**config.mk**
```make
export PLATFORM = sky130hd
export DESIGN_NAME = fifo_rd_fwft_adapter
export DESIGN_NICKNAME = d
export VERILOG_FILES = /design/src/rtl/fifo_rd_fwft_adapter.sv
export SDC_FILE = /design/constraint.sdc
export NUM_CORES = 1
export LEC_CHECK = 0
export CAP_MARGIN = 30
export CORE_ASPECT_RATIO = 0.9
export CORE_MARGIN = 4
export CORE_UTILIZATION = 54
export DETAILED_ROUTE_END_ITERATION = 8
export PLACE_DENSITY_LB_ADDON = 0.2
export SKIP_LAST_GASP = 1
export SLEW_MARGIN = 20
export SYNTH_ARGS = -nofsm -noshare
export SYNTH_HDL_FRONTEND = slang
export SYNTH_SLANG_ARGS = --single-unit
```
**constraint.sdc**
```tcl
create_clock -name i_clk -period 2.2 [get_ports i_clk]
set_input_delay 0.33 -clock i_clk [delete_from_list [all_inputs] [get_ports i_clk]]
set_output_delay 0.33 -clock i_clk [all_outputs]
set_load 0.005 [all_outputs]
```
**src/rtl/fifo_rd_fwft_adapter.sv**
```systemverilog
// rtl/fifo_rd_fwft_adapter.sv - first-word-fall-through valid/ready adapter for a 1-cycle-latency FIFO read port
//
// Purpose:
//   Issues reads to an upstream FIFO whose read data appears one cycle after
//   an accepted read. It collects the returned words in a small prefetch
//   buffer and presents the oldest word as a valid/ready stream. The read
//   enable depends only on local occupancy. It never looks at i_ready, so the
//   consumer handshake has no combinational path into the FIFO.
//
// Ports:
//   i_clk         read-domain clock, rising edge
//   i_rst         synchronous active-high reset; also gates all outputs low
//   i_fifo_empty  FIFO empty flag
//   i_fifo_data   FIFO read data, valid the cycle after o_fifo_ren
//   o_fifo_ren    FIFO read enable
//   o_valid       head word present on o_data
//   o_data        head word
//   i_ready       consumer accepts the head word this cycle
//   i_flush       drop all buffered and in-flight words
//   o_level       number of buffered words
module fifo_rd_fwft_adapter #(
  parameter int g_width     = 8,
  parameter int g_buf_depth = 3
) (
  input  logic                               i_clk,
  input  logic                               i_rst,
  input  logic                               i_fifo_empty,
  input  logic [g_width-1:0]                 i_fifo_data,
  output logic                               o_fifo_ren,
  output logic                               o_valid,
  output logic [g_width-1:0]                 o_data,
  input  logic                               i_ready,
  input  logic                               i_flush,
  output logic [$clog2(g_buf_depth+1)-1:0]   o_level
);

  localparam int c_lvl_w = $clog2(g_buf_depth + 1);
  localparam int c_ptr_w = $clog2(g_buf_depth);

  localparam logic [c_ptr_w-1:0] c_last_ptr = c_ptr_w'(g_buf_depth - 1);
  // One bit wider than level so that level + inflight cannot wrap.
  localparam logic [c_lvl_w:0]   c_depth    = (c_lvl_w + 1)'(g_buf_depth);

  logic [g_width-1:0] buf_q [g_buf_depth];
  logic [c_ptr_w-1:0] rd_ptr;
  logic [c_ptr_w-1:0] wr_ptr;
  logic [c_lvl_w-1:0] level;
  logic               inflight_q;
  logic               push;
  logic               pop;
  logic [c_lvl_w:0]   committed;

  // Depth need not be a power of two, so wrap by compare-and-clear.
  function automatic logic [c_ptr_w-1:0] ptr_inc(input logic [c_ptr_w-1:0] p);
    return (p == c_last_ptr) ? '0 : p + c_ptr_w'(1);
  endfunction

  // Slots already spoken for: stored words plus the word still on its way
  // back from the FIFO. A read is issued only if that word has room.
  assign committed  = {1'b0, level} + {{c_lvl_w{1'b0}}, inflight_q};
  assign o_fifo_ren = !i_rst && !i_flush && !i_fifo_empty && (committed < c_depth);

  assign o_valid = !i_rst && (level != '0);
  assign o_data  = i_rst ? '0 : buf_q[rd_ptr];
  assign o_level = i_rst ? '0 : level;

  // The word returning during a flush is discarded.
  assign push = inflight_q && !i_flush;
  assign pop  = o_valid && i_ready;

  always_ff @(posedge i_clk) begin
    if (i_rst) begin
      level      <= '0;
      rd_ptr     <= '0;
      wr_ptr     <= '0;
      inflight_q <= 1'b0;
      for (int i = 0; i < g_buf_depth; i++) begin
        buf_q[i] <= '0;
      end
    end else begin
      inflight_q <= o_fifo_ren;
      if (i_flush) begin
        level  <= '0;
        rd_ptr <= '0;
        wr_ptr <= '0;
      end else begin
        if (push) begin
          buf_q[wr_ptr] <= i_fifo_data;
          wr_ptr        <= ptr_inc(wr_ptr);
        end
        if (pop) begin
          rd_ptr <= ptr_inc(rd_ptr);
        end
        if (push && !pop) begin
          level <= level + c_lvl_w'(1);
        end else if (!push && pop) begin
          level <= level - c_lvl_w'(1);
        end
      end
    end
  end

endmodule

```
==> metrics.txt <==
period utilisation layout=around 98%; Post-synth top cells=edfxtp_1, and2_1, nor2b_1; mapped cell area=1871 um^2; worst flop-to-flop path startpoint=inflight_q; CP arrival=~1.8 ns; f_max=around 460 MHz; I/O Pins=25; total gr overflow=0; number of library cell types mapped by synthesis=31; remaining antenna violation count after routing=0; number of H-tree levels=2; Setup Viol. Count Final=0; routed length per instance=~17 um; status=finished, final reports clean; Max clock buf depth=2; worst reg-to-reg path cell count=5; Synth top area share=approximately 50%; min-delay src=rd_ptr[1]; number of synthesized flops with an enable pin=32; Final Non-Filler Cells=210; Leak=0.9189 nW; top cell type by total area after synthesis=edfxtp_1; Vias/cell=5.410; routed vias=1136; ranking of synthesized cells by area=edfxtp_1, dfxtp_1, mux4_2; RSZ-0062 raised after global routing=yes; CTS sink count=41; reg2reg setup slack=approximately 0.46 ns; slew of the pin with the lowest slew margin=0.8712 ns; largest net degree at the start of global routing=12; Root Buffer Master=clkbuf_8; Cell Count Post-Placement=198; share of layout cells above drive strength 1=between 20% and 30%; hpwl dp=2525 um; most common cell in the synthesized netlist=edfxtp_1; Detailed Route WL=3560 um; Vert. Die Dim=about 64 um; Synth-to-Final Area Change=25.62%; starting density of the core=58.72%; # port buffers=24; number of global-route vias before repair=~1200; fin nets=183; Critical Path RT=1.87 ns; syn avg cell area=14.85 um^2; R2R Path End=buf_q[0][1]; ys flop type=edfxtp_1; DR DRC count=0; initial DRC count=91; drt pass-1 iters=4; Hold Crit Depth=2; min-delay worst type=register to register; Crit Path Category=register to output port; syn nets=roughly 140; Crit. End Element=output port; fin. max-slew vios=0; Die Width=about 70 um; pwr/cell area=602.3 nW/um^2; sequential share of the synthesized area=61.00%; Clock Skews=0.003327 ns; Ant. Diodes=0; cell row count=19; Final min period=2.157 ns; initial antenna violation count=0; GRT Util Overall=between 10% and 20%; global-route wire length before repair=around 5800 um; Clock Latency Late Sink=0.28 ns; count of state elements after synthesis=41; Post-Route Utilization=73.76%; Max VDD drop=642.4 uV; Reg clk slew, reported paths=0.07 ns; core footprint=3186 um^2; Syn. warnings=0; Worst setup SP type=register; max cap viols=0; Die ar.=4471 um^2; CTS tree=done; cell count after synthesis=126; Max-Slew Margin vs Limit=between 40 and 50%; Routability Congestion=just under 0.8; critical path peak fanout=8; CTS Buf Count=5; Async SR Flop Fraction=0%; Final Hold Fails=0
critical path: stages (launching register included):
cell and delay, ns:
dfxtp_2 0.34, buf_12 0.13, mux4_2 0.48, nor2b_1 0.15, clkdlybuf4s50_1 0.44
cell families after synthesis:
kind of cell | share of synthesized area, %
buffers and inverters | 2.073
xor gates and xnor gates | 0.9366
muxes | 10.70
adders and majority gates | 2.007
AOI/OAI and AO/OA | 3.745
DFF | 61.00
and+or+nand+nor | 19.53
power breakdown:
group,internal (mW),switching (mW)
Clock,0.225,0.223
Sequential,0.852,0.00653
Combinational,0.0609,0.0475
layout by cell type (no fill, tap or decap), types with 2 or more instances in the layout:
master | Yosys | layout
a2111oi_2 | 1 | 2
dlymetal6s2s_1 | 0 | 4
dfxtp_2 | 0 | 2
clkbuf_1 | 2 | 3
o21ai_0 | 3 | 3
mux2i_1 | 2 | 2
ha_1 | 3 | 3
buf_4 | 0 | 14
edfxtp_1 | 32 | 32
xor2_1 | 2 | 2
dfxtp_1 | 9 | 7
mux4_2 | 8 | 8
nor2_1 | 5 | 5
and2_1 | 24 | 24
clkbuf_8 | 0 | 5
nor2b_1 | 10 | 10
clkdlybuf4s50_1 | 0 | 19
a21oi_1 | 3 | 3
a21o_1 | 2 | 2
or2_2 | 3 | 3
how the worst max path moves through the flow:
stage | endpoint | slack [ns] | cells after the start
after floorplan | level[1] | 0.49 | 6
after global placement | o_fifo_ren | 0.01 | 4
after detailed placement | o_fifo_ren | -0.02 | 4
after CTS | o_data[6] | 0.01 | 4
after global routing | o_data[7] | -0.02 | 4
final | o_data[7] | 0.04 | 4
metal layers:
layer	GRT usage, %	wire length (um)
met5	0	0
met1	21.27	1507
met4	2.153	29
met3	5.643	155
met2	30.42	1867
sequential cells by signal, indices dropped and copies added (netlist names), named ones only:
name and count:
buf_q 32, level 2, rd_ptr 2, wr_ptr 2, inflight_q 1
final cells by class:
cell class	instances	area, um^2
flip-flops and latches	41	1144
repair buffers	39	374.1
clock buffers	8	80.08
fillers	214	835.8
well taps	42	52.55
multi-input cells	79	695.7
inverters	1	3.754
stage by stage:
step	setup TNS, ns	hold WS, ns	total power [mW]	instance area (um^2)	worst slack [ns]
after floorplan	0	0.3989	0.9241	1871	0.4946
after global placement	0	0.4924	0.9782	2223	0.01165
after detailed placement	-0.02468	0.4924	0.9845	2223	-0.01989
after CTS	0	0.5117	1.426	2303	0.01146
after global routing	-0.01665	0.5457	1.472	2350	-0.01665
final	0	0.5130	1.415	2350	0.04291
timing repair:
item / in CTS / in global routing
resized for setup: 2 / 6
setup buffers: 0 / 4
hold buffers: 0 / 0
setup endpoints to repair: 6 / 8
(Power assumes the default switching activity.)
